### src/rtl/cpu_pkg.sv
// Shared CPU definitions: branch-type encodings, default widths and the PC step.
package cpu_pkg;

    localparam int unsigned XLEN_DEFAULT = 32;
    localparam int unsigned PC_STEP      = 4;

    localparam logic [1:0] BR_EQ = 2'b00;
    localparam logic [1:0] BR_NE = 2'b01;
    localparam logic [1:0] BR_LT = 2'b10;
    localparam logic [1:0] BR_LE = 2'b11;

    // Branch condition from the ALU flags for a given branch type.
    function automatic logic branch_cond(input logic [1:0] br_type,
                                         input logic       zero,
                                         input logic       neg);
        logic cond;
        cond = 1'b0;
        unique case (br_type)
            BR_EQ:   cond = zero;
            BR_NE:   cond = !zero;
            BR_LT:   cond = neg;
            BR_LE:   cond = neg | zero;
            default: cond = 1'b0;
        endcase
        return cond;
    endfunction

endpackage

### src/rtl/next_pc_unit_if.sv
// Decode/datapath to next-PC unit signal bundle.
interface next_pc_unit_if #(
    parameter int unsigned XLEN  = 32,
    parameter int unsigned CNT_W = 16
);
    logic            stall_i;
    logic            branch_i;
    logic [1:0]      branch_type_i;
    logic            zero_i;
    logic            neg_i;
    logic            jump_i;
    logic            jal_i;
    logic            jr_i;
    logic [XLEN-1:0] imm_i;
    logic [25:0]     jtarget_i;
    logic [XLEN-1:0] rs_data_i;

    logic [XLEN-1:0]  pc_o;
    logic [XLEN-1:0]  pc_plus4_o;
    logic [XLEN-1:0]  ras_top_o;
    logic             ras_empty_o;
    logic             ras_full_o;
    logic             mispredict_o;
    logic [CNT_W-1:0] mispred_cnt_o;

    // Decoder / datapath side.
    modport master (
        output stall_i, branch_i, branch_type_i, zero_i, neg_i, jump_i, jal_i, jr_i,
               imm_i, jtarget_i, rs_data_i,
        input  pc_o, pc_plus4_o, ras_top_o, ras_empty_o, ras_full_o, mispredict_o,
               mispred_cnt_o
    );

    // Next-PC unit side.
    modport slave (
        input  stall_i, branch_i, branch_type_i, zero_i, neg_i, jump_i, jal_i, jr_i,
               imm_i, jtarget_i, rs_data_i,
        output pc_o, pc_plus4_o, ras_top_o, ras_empty_o, ras_full_o, mispredict_o,
               mispred_cnt_o
    );

endinterface

### src/rtl/return_addr_stack.sv
// Circular return-address stack; pushing while full overwrites the oldest entry.
module return_addr_stack #(
    parameter int unsigned XLEN      = 32,
    parameter int unsigned RAS_DEPTH = 4
) (
    input  logic            clk_i,
    input  logic            rst_i,
    input  logic            push_i,
    input  logic            pop_i,
    input  logic [XLEN-1:0] push_data_i,
    output logic [XLEN-1:0] top_o,
    output logic            empty_o,
    output logic            full_o
);
    localparam int unsigned PTR_W = $clog2(RAS_DEPTH);
    localparam int unsigned OCC_W = $clog2(RAS_DEPTH + 1);

    logic [XLEN-1:0]  mem_q [RAS_DEPTH];
    logic [PTR_W-1:0] ptr_q;
    logic [PTR_W-1:0] top_idx;
    logic [OCC_W-1:0] occ_q;

    // Pop wins over push so an illegal jr+jal pair never pushes.
    logic do_push;
    assign do_push = push_i && !pop_i;

    assign empty_o = (occ_q == '0);
    assign full_o  = (occ_q == OCC_W'(RAS_DEPTH));
    assign top_idx = ptr_q - PTR_W'(1);
    assign top_o   = empty_o ? '0 : mem_q[top_idx];

    // Pointer and occupancy; the pointer wraps naturally since depth is a power of two.
    always_ff @(posedge clk_i) begin
        if (rst_i) begin
            ptr_q <= '0;
            occ_q <= '0;
        end else if (pop_i) begin
            if (!empty_o) begin
                ptr_q <= ptr_q - PTR_W'(1);
                occ_q <= occ_q - OCC_W'(1);
            end
        end else if (do_push) begin
            ptr_q <= ptr_q + PTR_W'(1);
            if (!full_o) begin
                occ_q <= occ_q + OCC_W'(1);
            end
        end
    end

    // Entry storage; contents are don't-care after reset.
    always_ff @(posedge clk_i) begin
        if (!rst_i && do_push) begin
            mem_q[ptr_q] <= push_data_i;
        end
    end

endmodule

### src/rtl/next_pc_unit.sv
// Program counter with next-PC selection, jr prediction via RAS and mispredict counter.
module next_pc_unit
    import cpu_pkg::*;
#(
    parameter int unsigned     XLEN      = XLEN_DEFAULT,
    parameter int unsigned     RAS_DEPTH = 4,
    parameter logic [XLEN-1:0] RESET_PC  = '0,
    parameter int unsigned     CNT_W     = 16
) (
    input logic           clk_i,
    input logic           rst_i,
    next_pc_unit_if.slave bus
);
    logic [XLEN-1:0]  pc_q, pc_d;
    logic [XLEN-1:0]  pc_plus4;
    logic [XLEN-1:0]  br_target;
    logic [XLEN-1:0]  jump_target;
    logic [XLEN-1:0]  ras_top;
    logic             ras_empty;
    logic             ras_full;
    logic             br_taken;
    logic             mispredict;
    logic [CNT_W-1:0] cnt_q;

    assign pc_plus4    = pc_q + XLEN'(PC_STEP);
    assign br_target   = pc_plus4 + (bus.imm_i << 2);
    assign jump_target = {pc_plus4[XLEN-1:28], bus.jtarget_i, 2'b00};
    assign br_taken    = bus.branch_i && branch_cond(bus.branch_type_i, bus.zero_i, bus.neg_i);
    assign mispredict  = bus.jr_i && (ras_empty || (ras_top != bus.rs_data_i));

    // Next-PC priority: stall, jr, jump/jal, taken branch, sequential.
    always_comb begin
        pc_d = pc_plus4;
        if (bus.stall_i) begin
            pc_d = pc_q;
        end else if (bus.jr_i) begin
            pc_d = bus.rs_data_i;
        end else if (bus.jump_i || bus.jal_i) begin
            pc_d = jump_target;
        end else if (br_taken) begin
            pc_d = br_target;
        end
    end

    // PC register.
    always_ff @(posedge clk_i) begin
        if (rst_i) begin
            pc_q <= RESET_PC;
        end else begin
            pc_q <= pc_d;
        end
    end

    // Saturating jr mispredict counter.
    always_ff @(posedge clk_i) begin
        if (rst_i) begin
            cnt_q <= '0;
        end else if (!bus.stall_i && mispredict && (cnt_q != '1)) begin
            cnt_q <= cnt_q + CNT_W'(1);
        end
    end

    return_addr_stack #(
        .XLEN      (XLEN),
        .RAS_DEPTH (RAS_DEPTH)
    ) u_ras (
        .clk_i       (clk_i),
        .rst_i       (rst_i),
        .push_i      (bus.jal_i && !bus.stall_i),
        .pop_i       (bus.jr_i && !bus.stall_i),
        .push_data_i (pc_plus4),
        .top_o       (ras_top),
        .empty_o     (ras_empty),
        .full_o      (ras_full)
    );

    assign bus.pc_o          = pc_q;
    assign bus.pc_plus4_o    = pc_plus4;
    assign bus.ras_top_o     = ras_top;
    assign bus.ras_empty_o   = ras_empty;
    assign bus.ras_full_o    = ras_full;
    assign bus.mispredict_o  = mispredict;
    assign bus.mispred_cnt_o = cnt_q;

`ifndef SYNTHESIS
    // jr and jal together is an illegal decode.
    a_no_jr_jal: assert property (@(posedge clk_i) disable iff (rst_i)
                                  !(bus.jr_i && bus.jal_i));
`endif

endmodule
### src/flat_wrapper.sv
// flat-port wrapper written by rule: the top's interface ports become plain ports
module next_pc_unit_flat import cpu_pkg::*;
#(
    parameter int unsigned     XLEN      = XLEN_DEFAULT,
    parameter int unsigned     RAS_DEPTH = 4,
    parameter logic [XLEN-1:0] RESET_PC  = '0,
    parameter int unsigned     CNT_W     = 16
)
  (clk_i, rst_i, bus_stall_i, bus_branch_i, bus_branch_type_i, bus_zero_i, bus_neg_i, bus_jump_i, bus_jal_i, bus_jr_i, bus_imm_i, bus_jtarget_i, bus_rs_data_i, bus_pc_o, bus_pc_plus4_o, bus_ras_top_o, bus_ras_empty_o, bus_ras_full_o, bus_mispredict_o, bus_mispred_cnt_o);
  next_pc_unit_if #(.XLEN(XLEN), .CNT_W(CNT_W)) bus_i ();
  input logic clk_i;
  input logic rst_i;
  input wire logic [$bits(bus_i.stall_i)-1:0] bus_stall_i;
  input wire logic [$bits(bus_i.branch_i)-1:0] bus_branch_i;
  input wire logic [$bits(bus_i.branch_type_i)-1:0] bus_branch_type_i;
  input wire logic [$bits(bus_i.zero_i)-1:0] bus_zero_i;
  input wire logic [$bits(bus_i.neg_i)-1:0] bus_neg_i;
  input wire logic [$bits(bus_i.jump_i)-1:0] bus_jump_i;
  input wire logic [$bits(bus_i.jal_i)-1:0] bus_jal_i;
  input wire logic [$bits(bus_i.jr_i)-1:0] bus_jr_i;
  input wire logic [$bits(bus_i.imm_i)-1:0] bus_imm_i;
  input wire logic [$bits(bus_i.jtarget_i)-1:0] bus_jtarget_i;
  input wire logic [$bits(bus_i.rs_data_i)-1:0] bus_rs_data_i;
  output wire logic [$bits(bus_i.pc_o)-1:0] bus_pc_o;
  output wire logic [$bits(bus_i.pc_plus4_o)-1:0] bus_pc_plus4_o;
  output wire logic [$bits(bus_i.ras_top_o)-1:0] bus_ras_top_o;
  output wire logic [$bits(bus_i.ras_empty_o)-1:0] bus_ras_empty_o;
  output wire logic [$bits(bus_i.ras_full_o)-1:0] bus_ras_full_o;
  output wire logic [$bits(bus_i.mispredict_o)-1:0] bus_mispredict_o;
  output wire logic [$bits(bus_i.mispred_cnt_o)-1:0] bus_mispred_cnt_o;
  assign bus_i.stall_i = bus_stall_i;
  assign bus_i.branch_i = bus_branch_i;
  assign bus_i.branch_type_i = bus_branch_type_i;
  assign bus_i.zero_i = bus_zero_i;
  assign bus_i.neg_i = bus_neg_i;
  assign bus_i.jump_i = bus_jump_i;
  assign bus_i.jal_i = bus_jal_i;
  assign bus_i.jr_i = bus_jr_i;
  assign bus_i.imm_i = bus_imm_i;
  assign bus_i.jtarget_i = bus_jtarget_i;
  assign bus_i.rs_data_i = bus_rs_data_i;
  assign bus_pc_o = bus_i.pc_o;
  assign bus_pc_plus4_o = bus_i.pc_plus4_o;
  assign bus_ras_top_o = bus_i.ras_top_o;
  assign bus_ras_empty_o = bus_i.ras_empty_o;
  assign bus_ras_full_o = bus_i.ras_full_o;
  assign bus_mispredict_o = bus_i.mispredict_o;
  assign bus_mispred_cnt_o = bus_i.mispred_cnt_o;
  next_pc_unit #(.XLEN(XLEN), .RAS_DEPTH(RAS_DEPTH), .RESET_PC(RESET_PC), .CNT_W(CNT_W)) u_core (.clk_i(clk_i), .rst_i(rst_i), .bus(bus_i));
endmodule
### config.mk
export PLATFORM = sky130hd
export DESIGN_NAME = next_pc_unit_flat
export DESIGN_NICKNAME = d
export VERILOG_FILES = /design/src/rtl/cpu_pkg.sv /design/src/rtl/next_pc_unit_if.sv /design/src/rtl/return_addr_stack.sv /design/src/rtl/next_pc_unit.sv /design/src/flat_wrapper.sv
export SDC_FILE = /design/constraint.sdc
export NUM_CORES = 1
export LEC_CHECK = 0
export CAP_MARGIN = 25
export CELL_PAD_IN_SITES_DETAIL_PLACEMENT = 1
export CELL_PAD_IN_SITES_GLOBAL_PLACEMENT = 2
export CORE_MARGIN = 2
export CORE_UTILIZATION = 36
export DETAILED_ROUTE_END_ITERATION = 7
export HOLD_SLACK_MARGIN = 0.05
export PLACE_DENSITY = 0.9
export SETUP_SLACK_MARGIN = 0.15
export SLEW_MARGIN = 20
export SYNTH_ARGS = -nofsm -noshare
export SYNTH_HDL_FRONTEND = slang
export SYNTH_HIERARCHICAL = 1
export SYNTH_SLANG_ARGS = --single-unit
### constraint.sdc
create_clock -name clk_i -period 9 [get_ports clk_i]
set_input_delay 1.35 -clock clk_i [delete_from_list [all_inputs] [get_ports clk_i]]
set_output_delay 1.35 -clock clk_i [all_outputs]
set_load 0.1 [all_outputs]
* After elaboration in Yosys (flattened, before gate mapping)
Memories as Yosys holds them, arrays and structs flattened.
Cells that the tools add are included.
** Word-level totals
- Input port bits :: 101
- Word-level logic and storage cells :: 54
- RAM bits :: 128
- Bits in registers :: 53
- Memories kept :: 1
- Output and inout port bits :: 115
** Operators by class
- Eq/ne operators :: 8
- Bitwise gates (word level) :: 1
- Add/subtract/negate cells :: 7
- Muxes and demuxes :: 14
- Reductions and logical operators :: 19
** Memories
- u_core.u_ras.mem_q :: depth 4, width 32, rd ports 1, clocked after memory_dff 0, write ports 1, RTL line return_addr_stack.sv:18 : logic [XLEN-1:0] mem_q [RAS_DEPTH];
** Operator list (count)
- $mux W32 :: 4
- $add A32 B3 Y32 const B :: 1
- $add A32 B32 Y32 :: 1
- $ne A32 B32 Y1 :: 1
- $add A16 B1 Y16 const B :: 1
- $ne A16 B16 Y1 const B :: 1
- $mux W3 :: 4
- $logic_and A1 B1 Y1 :: 8
- $mux W2 :: 3
- $eq A2 B2 Y1 const B :: 2
- $logic_not A1 Y1 :: 4
- $pmux W1 S4 :: 1
- $add A3 B1 Y3 const B :: 1
- $eq A3 B3 Y1 const B :: 1
- $logic_not A3 Y1 :: 1
- $reduce_and A3 Y1 :: 1
- $sub A3 B1 Y3 const B :: 1
- $add A2 B1 Y2 const B :: 1
- $eq A2 B1 Y1 const B :: 1
- $logic_not A2 Y1 :: 1
- $logic_or A1 B1 Y1 :: 2
- $mux W1 :: 2
- $ne A2 B1 Y1 const B :: 1
- $ne A2 B2 Y1 const B :: 1
- 4 further kinds :: 4

* Longest topological paths before layout
Gate-level depths: netlist of run 1.
An unclocked memory read counts as a cell.
- Depth after elaboration :: 8
- Gate-level depth with buffers :: 17
- Gate-level depth less buffers :: 14

* By module
Netlist of run 1, hierarchy kept.
** Modules (own cells, without submodules)
- return_addr_stack :: seq. area each 3943.8 um2, area an instance 5261.3 um2, cells each 248, instances 1
- next_pc_unit :: seq. area each 960.9 um2, area an instance 5247.5 um2, cells each 714, instances 1

* Worst setup path after synthesis of run 1
No wires, ideal clock.
- Path kind :: register to output
- Start :: register u_core.u_ras.ptr_q[0]
- End :: output bus_mispredict_o
- Data required time :: 7.650 ns
- Slack :: 2.993 ns
- Arrival time :: 4.657 ns
- Cell stages (with the launch flop) :: 14
- Cell sequence :: dfxtp_1 buf_6 buf_6 inv_1 ha_1 buf_2 buf_2 mux4_2 nor2b_1 xnor2_1 nand4_1 or3_1 nor3_1 nor2_1
** On the way
- Cells in the longest elaborated chain, start to end :: 6
** RTL lines
- start: declaration :: RTL line return_addr_stack.sv:19 : logic [PTR_W-1:0] ptr_q;
- start signal: assignment :: RTL line return_addr_stack.sv:39 : ptr_q <= ptr_q - PTR_W'(1);
- start signal: assignment :: RTL line return_addr_stack.sv:43 : ptr_q <= ptr_q + PTR_W'(1);
- $sub A2 B1 Y2 :: RTL line return_addr_stack.sv:29 : assign top_idx = ptr_q - PTR_W'(1);
- $mem_v2 Z4 W32
- $mux W32 :: RTL line return_addr_stack.sv:30 : assign top_o = empty_o ? '0 : mem_q[top_idx];
- net bus_ras_top_o[8] :: RTL line flat_wrapper.sv:26 : output wire logic [$bits(bus_i.ras_top_o)-1:0] bus_ras_top_o;
- $ne A32 B32 Y1 :: RTL line next_pc_unit.sv:29 : assign mispredict = bus.jr_i && (ras_empty || (ras_top != bus.rs_data_i));
- $logic_or A1 B1 Y1 :: RTL line next_pc_unit.sv:29
- $logic_and A1 B1 Y1 :: RTL line next_pc_unit.sv:29
- end: declaration :: RTL line flat_wrapper.sv:29 : output wire logic [$bits(bus_i.mispredict_o)-1:0] bus_mispredict_o;
The timed path passes the listed nets, and every way through them passes these cells.

* Worst setup path after layout of run 1
- Start :: register u_core.u_ras.ptr_q[0]
- End :: output bus_mispredict_o
** On the way
- Cells in the longest elaborated chain, start to end :: 6
** RTL lines (RTL line)
- $sub A2 B1 Y2 :: return_addr_stack.sv:29
- $mem_v2 Z4 W32
- $mux W32 :: return_addr_stack.sv:30
- $ne A32 B32 Y1 :: next_pc_unit.sv:29
- $logic_or A1 B1 Y1 :: next_pc_unit.sv:29
- $logic_and A1 B1 Y1 :: next_pc_unit.sv:29
No other way between the ends.

==> results.toml, run 1 <==
[outcome]
status = "finished clean"

[power]
p_int_uw = 1580
finalPower_uw = 2650
p_per_area_nw_per_um2 = 194
peakVddDrop_uv = 138
swShare = 0.402
seqPwrFrac = 0.356
total_leakage_power_uw = 0.00477
switchingPower_uw = 1060
p_comb_frac = 0.353
pwr-share-clk = 0.292

[die]
ios = 216
die_h_um = 175
num_rows = 62
die_w_um = 175
start_util = 0.366
coreArea_sq_um = 28700
die_area_sq_um = 30600

[clock_tree]
cts_tree = "built"
post_cts_resized = 0
path_clk_slew_ps = 70
ctsHoldBuffers = 0
postCtsSetupRepairBufs = 0
cts_made_buffers = 17
insertion_delay_ps = 440
htree_levels = 4
clkSinkCount = 181
clockBufferDepth = 2
cts-root-buf = "clkbuf_16"

[yosys]
yosysWarnings = 6
synth-edff-count = 128
synthCells = 962
yosysUniqueCellTypes = 79
synth.top_cells.by_count = "128 x edfxtp_1, 83 x nand2_1, 62 x nor2_1, 59 x a21oi_1, 53 x dfxtp_1"
yosysMostFrequentCell = "edfxtp_1"
yosys_register_bits = 181
synthArstFlopShare = 0
synth.area.top_cells = "edfxtp_1 37%, dfxtp_1 10%, mux4_2 6.2%, ha_1 5.0%, xor2_1 4.3%"
synth_top_area_frac = 0.366
syn_area_sq_um = 10500
avgSynthCellArea_sq_um = 10.9
ys.flop_type = "edfxtp_1"
seq_area_frac_synth = 0.467
syn_nets = 1107
yosys.area.top_type = "edfxtp_1"

[sta]
fin_crit_sh = 0.775
hold_viol = 0
period_needed_ps = 6980
timing.fmax_mhz = 143
rsz0062_at_grt = "false"
final_max_slew_viol_count = 0
setup-tns-final_ps = 0
fin_skew_ps = 16.1
slew_headroom = 0.265
setup_viol = 0
worstMarginPinSlew_ps = 1100

[final_layout]
antennaDiodeCount = 0
multi_input_area_sq_um = 5300
finalNetCount = 1312
drive_gt1_frac = 0.0890
post-route-util = 0.475
syn_to_final_growth_pct = 29.6
final_cell_area_sq_um = 13600
layout.area.seq_sq_um = 4910
n_fill_cell = 3135

[worst_setup_path]
crit_required_ps = 7650
cp.arrival_ps = 5630
critical_path_class = "flip-flop to output pin"
crit_path_start_kind = "flip-flop"
critPathCaptureType = "output pin"
path_max_fanout = 37

[detailed_routing]
final_antenna_net_count = 0
vias = 8976
viasPerCell = 5.74
route.detailed.drc = 0
post_drt_wl_per_cell_um = 24.5
first_pass_iters = 5
drt-initial-drc-count = 630
wl_um = 38400

[grt]
antenna_found_initial = 1
grtUsageTotal = 0.251
grt_pass1_vias = 9137
grt_pass1_wl_um = 57300
grt_max_degree = 58
grt-ovfl-total = 0

[placed_design]
portBuffers = 213
gp_congestion = 0.838
place_area_sq_um = 13000
dp.final_hpwl_um = 28000

[job]
maxCapViolCount = 0

[hold_path]
hold_path_class = "flip-flop to flip-flop"
critical path, cell delays in order, from the launching register on:
cell	delay [ps]
dfxtp_2	310
buf_4	580
inv_1	140
ha_1	910
buf_4	430
mux4_1	340
nor2b_1	170
xor2_1	240
nor4_1	450
nand4_1	220
nor3_1	230
nor2_1	120
clkdlybuf4s50_1	1030
cells in the final DEF, fill, tap and decap left out, types with 15 or more instances in the layout:
master           count
clkdlybuf4s50_1    211
edfxtp_1           128
nand2_1             83
nor2_1              61
a21oi_1             59
dfxtp_1             52
xor2_1              51
xnor2_1             43
ha_1                42
nor3_1              41
o21ai_0             35
nor2b_1             32
mux4_2              29
inv_1               23
nand3_1             19
clkbuf_16           17
buf_4               16
a211oi_1            16
nand4_1             15
cell families (layout without fill, tap and decap cells):
| group | count (synthesis) | after routing | synth area share |
|---|---|---|---|
| muxes | 37 | 37 | 0.0745 |
| and+or+nand+nor | 328 | 328 | 0.162 |
| AOI/OAI and AO/OA | 210 | 210 | 0.133 |
| DFF | 181 | 181 | 0.467 |
| xor gates and xnor gates | 95 | 95 | 0.0799 |
| adders and majority gates | 44 | 44 | 0.0538 |
| buffers and inverters | 67 | 285 | 0.0301 |
final cells by class:
class                           instances  area share
Multi-Input combinational cell        714       0.389
Inverter                               24     0.00661
Clock buffer                           17      0.0312
Timing Repair Buffer                  229       0.165
Tap cell                              384      0.0353
Clock inverter                         15      0.0131
Sequential cell                       181       0.360
per-layer routing:
metal | share of wire | wire [um] | GRT usage
met2 | 0.48 | 18300 | 0.414
met1 | 0.43 | 16400 | 0.334
met5 | 0 | 0 | 0
met4 | 0.026 | 994 | 0.0778
met3 | 0.071 | 2720 | 0.0490
per-stage QoR:
stage               setup WS [ps]  hold WS (ps)  std cells
floorplan                    2990           473        962
global placement             2430           483       1532
detailed placement           2410           493       1532
CTS                          1920           504       1564
global route                 1720           523       1564
finish                       2020           500       1564
sequential cells by signal, summed over array words and instances, names as in the netlist:
register and cells:
u_core/u_ras/mem_q 128, u_core/bus.pc_o 32, u_core/bus.mispred_cnt_o 16, u_core/u_ras/occ_q 3, u_core/u_ras/ptr_q 2
power by group through the flow:
| stage | logic [uW] | clock network [uW] | registers (uW) |
|---|---|---|---|
| 5_1_grt | 974 | 812 | 944 |
| 6_report | 933 | 771 | 941 |
| 4_1_cts | 932 | 783 | 941 |
| 2_1_floorplan | 578 | 0 | 1030 |
| 3_5_place_dp | 926 | 0 | 960 |
| 3_3_place_gp | 915 | 0 | 959 |
path summary, 6_finish.rpt:
kind / startpoint / to / slack, ps / cells after the start
worst max register to register: u_core/bus.pc_o[6]$_SDFFE_PP0N_ / u_core/bus.pc_o[27]$_SDFFE_PP0N_ / 3710 / 13
worst min register to register: u_core/bus.mispred_cnt_o[1]$_SDFFE_PP0P_ / u_core/bus.mispred_cnt_o[1]$_SDFFE_PP0P_ / 500 / 2
worst max-delay path: u_core/u_ras/ptr_q[0]$_SDFFE_PP0P_ / bus_mispredict_o / 2020 / 12
worst min-delay path: u_core/bus.mispred_cnt_o[1]$_SDFFE_PP0P_ / u_core/bus.mispred_cnt_o[1]$_SDFFE_PP0P_ / 500 / 2
No activity file was read; power rests on OpenSTA's default activity.
==> run 2, diff against run 1 <==
--- a/config.mk
+++ b/config.mk
@@ -9,10 +9,10 @@
 export CELL_PAD_IN_SITES_DETAIL_PLACEMENT = 1
 export CELL_PAD_IN_SITES_GLOBAL_PLACEMENT = 2
 export CORE_MARGIN = 2
-export CORE_UTILIZATION = 36
+export CORE_UTILIZATION = 33
 export DETAILED_ROUTE_END_ITERATION = 7
 export HOLD_SLACK_MARGIN = 0.05
-export PLACE_DENSITY = 0.9
+export PLACE_DENSITY = 0.84
 export SETUP_SLACK_MARGIN = 0.15
 export SLEW_MARGIN = 20
 export SYNTH_ARGS = -nofsm -noshare
==> constraint.sdc (replaced) <==
create_clock -name clk_i -period 7.1 [get_ports clk_i]
set_input_delay 1.065 -clock clk_i [delete_from_list [all_inputs] [get_ports clk_i]]
set_output_delay 1.065 -clock clk_i [all_outputs]
set_load 0.1 [all_outputs]
==> run 2 against run 1 <==
  * Setup slack lost 910 ps
  * Sequential power increased by 26%
  * Non-clock buffer count up 3
  * Core utilization decreased by 3.8 points
  * Global-route usage fell by 1.6 points
  * Clock power up 30%
  * Sequential cell count unchanged
  * Highest routed layer unchanged
  * Combinational power grew 28%
==> results.toml, run 2 (same netlist as run 1, synthesis figures left out) <==
[worst_setup_path]
r2r_start = "u_core/bus.pc_o[7]$_SDFFE_PP0N_"
r2r_setup_slack_ps = 2080
critical_path_class = "flip-flop to output pin"
worst_path_max_delay_cell = "clkdlybuf4s50_1"
crit_chain = "inv_1 -> ha_1 -> buf_12 -> mux4_2 -> nor2b_1 -> xor2_1 -> nor4_1 -> nand4_1 -> nor3_1 -> nor2_1 -> clkdlybuf4s50_1"
slowest_delay_ps = 980
cp.arrival_ps = 4920
reg2reg_depth = 14
r2r-end = "u_core/bus.pc_o[27]$_SDFFE_PP0N_"
critPathCaptureType = "output pin"
path_max_fanout = 16
crit_path_start_kind = "flip-flop"
crit_required_ps = 6030

[grt]
grtUsageTotal = 0.235
grt-ovfl-total = 0
antenna_found_initial = 0
grt_pass1_wl_um = 57600
grt_max_degree = 42
grt_pass1_vias = 8967

[final_layout]
final_cell_area_sq_um = 13700
layout_commonest_cell = "clkdlybuf4s50_1"
layout.area.seq_sq_um = 4910
drive_gt1_frac = 0.0904
syn_to_final_growth_pct = 30.8
final_cell_mix = "211 x clkdlybuf4s50_1, 128 x edfxtp_1, 83 x nand2_1"
finalNetCount = 1315
antennaDiodeCount = 0
largest_reg_flops = 128
n_fill_cell = 3411
multi_input_area_sq_um = 5300
largest_register = "u_core/u_ras/mem_q"

[detailed_routing]
viasPerCell = 5.66
first_pass_iters = 5
wl_um = 39300
vias = 8970
route.detailed.drc = 0
final_antenna_net_count = 0
post_drt_wl_per_cell_um = 24.8
drt-initial-drc-count = 684

[power]
peakVddDrop_uv = 137
p_per_area_nw_per_um2 = 247
total_leakage_power_uw = 0.00481

[clock_tree]
ctsHoldBuffers = 0
cts_tree = "built"
insertion_delay_ps = 440
path_clk_slew_ps = 70
cts_made_buffers = 17
post_cts_resized = 0
htree_levels = 4
clkSinkCount = 181
postCtsSetupRepairBufs = 0
cts-root-buf = "clkbuf_16"
clockBufferDepth = 2

[sta]
setup_viol = 0
rsz0062_at_grt = "false"
slew_headroom = 0.267
fin_skew_ps = 18.2
setup-tns-final_ps = 0
timing.fmax_mhz = 167
final_max_slew_viol_count = 0
worstMarginPinSlew_ps = 1100
fin_crit_sh = 0.843
period_needed_ps = 5980
hold_viol = 0

[die]
ios = 216
die_h_um = 182
die_area_sq_um = 33300
num_rows = 65
coreArea_sq_um = 31500
start_util = 0.334
die_w_um = 182

[placed_design]
gp_congestion = 0.870
dp.final_hpwl_um = 28700
place_area_sq_um = 13100
portBuffers = 213

[hold_path]
min_from = "u_core/bus.mispred_cnt_o[1]$_SDFFE_PP0P_"
whs_endpoint = "u_core/bus.mispred_cnt_o[1]$_SDFFE_PP0P_"
hold_path_class = "flip-flop to flip-flop"
whs_path_depth = 2

[job]
maxCapViolCount = 0

[outcome]
status = "finished clean"
==> run 2: cell types whose count changed in the layout (fill, tap and decap cells not counted), sizes merged <==
cell / previous run / this run
buf: 18 / 21
bufinv: 1 / 3
clkbuf: 17 / 19
clkinv: 6 / 4
inv: 31 / 29
==> run 2: through the flow <==
step	hold WS, ps	std cells	power, uW	worst slack [ps]	util
global route	548	1585	3500	947	0.437
finish	522	1585	3390	1120	0.437
global placement	482	1553	2390	1790	0.417
detailed placement	517	1553	2400	1680	0.417
floorplan	473	962	2040	1300	-
CTS	528	1585	3400	1210	0.437
==> run 2: critical path: cells and delay by family, from the launching register on <==
kind | cells | cell delay (ps)
DFF | 1 | 420
adders and majority gates | 1 | 840
muxes | 1 | 310
xor gates and xnor gates | 1 | 190
buffers and inverters | 3 | 1330
and+or+nand+nor | 5 | 1380
==> run 2: final cells by class <==
class / count / share of cell area
Tap cell: 402 / 0.0366
Multi-Input combinational cell: 714 / 0.385
Inverter: 24 / 0.00655
Sequential cell: 181 / 0.357
Clock inverter: 13 / 0.0122
Timing Repair Buffer: 232 / 0.170
Clock buffer: 19 / 0.0322
==> run 2: per-layer routing <==
metal / track usage / routed length (um) / up-vias
met5: 0 / 0 / -
met4: 0.0774 / 1040 / 0
met3: 0.0509 / 3010 / 51
met2: 0.381 / 18300 / 390
met1: 0.312 / 17000 / 4486
li1: - / - / 4043
==> run 2: how the worst max path moves through the flow <==
stage	startpoint	end	cells after the start
2_1_floorplan	u_core/bus.pc_o[7]$_SDFFE_PP0N_	u_core/bus.pc_o[26]$_SDFFE_PP0N_	12
3_3_place_gp	u_core/u_ras/ptr_q[1]$_SDFFE_PP0P_	bus_mispredict_o	11
3_5_place_dp	u_core/u_ras/ptr_q[1]$_SDFFE_PP0P_	bus_mispredict_o	11
4_1_cts	u_core/u_ras/ptr_q[1]$_SDFFE_PP0P_	bus_mispredict_o	11
5_1_grt	u_core/u_ras/ptr_q[1]$_SDFFE_PP0P_	bus_mispredict_o	11
6_report	u_core/u_ras/ptr_q[1]$_SDFFE_PP0P_	bus_mispredict_o	11
==> run 2: power by group <==
part / switching, uW / internal, uW
sequential: 33.3 / 1160
clock: 433 / 570
combinational: 847 / 347
total: 1310 / 2080
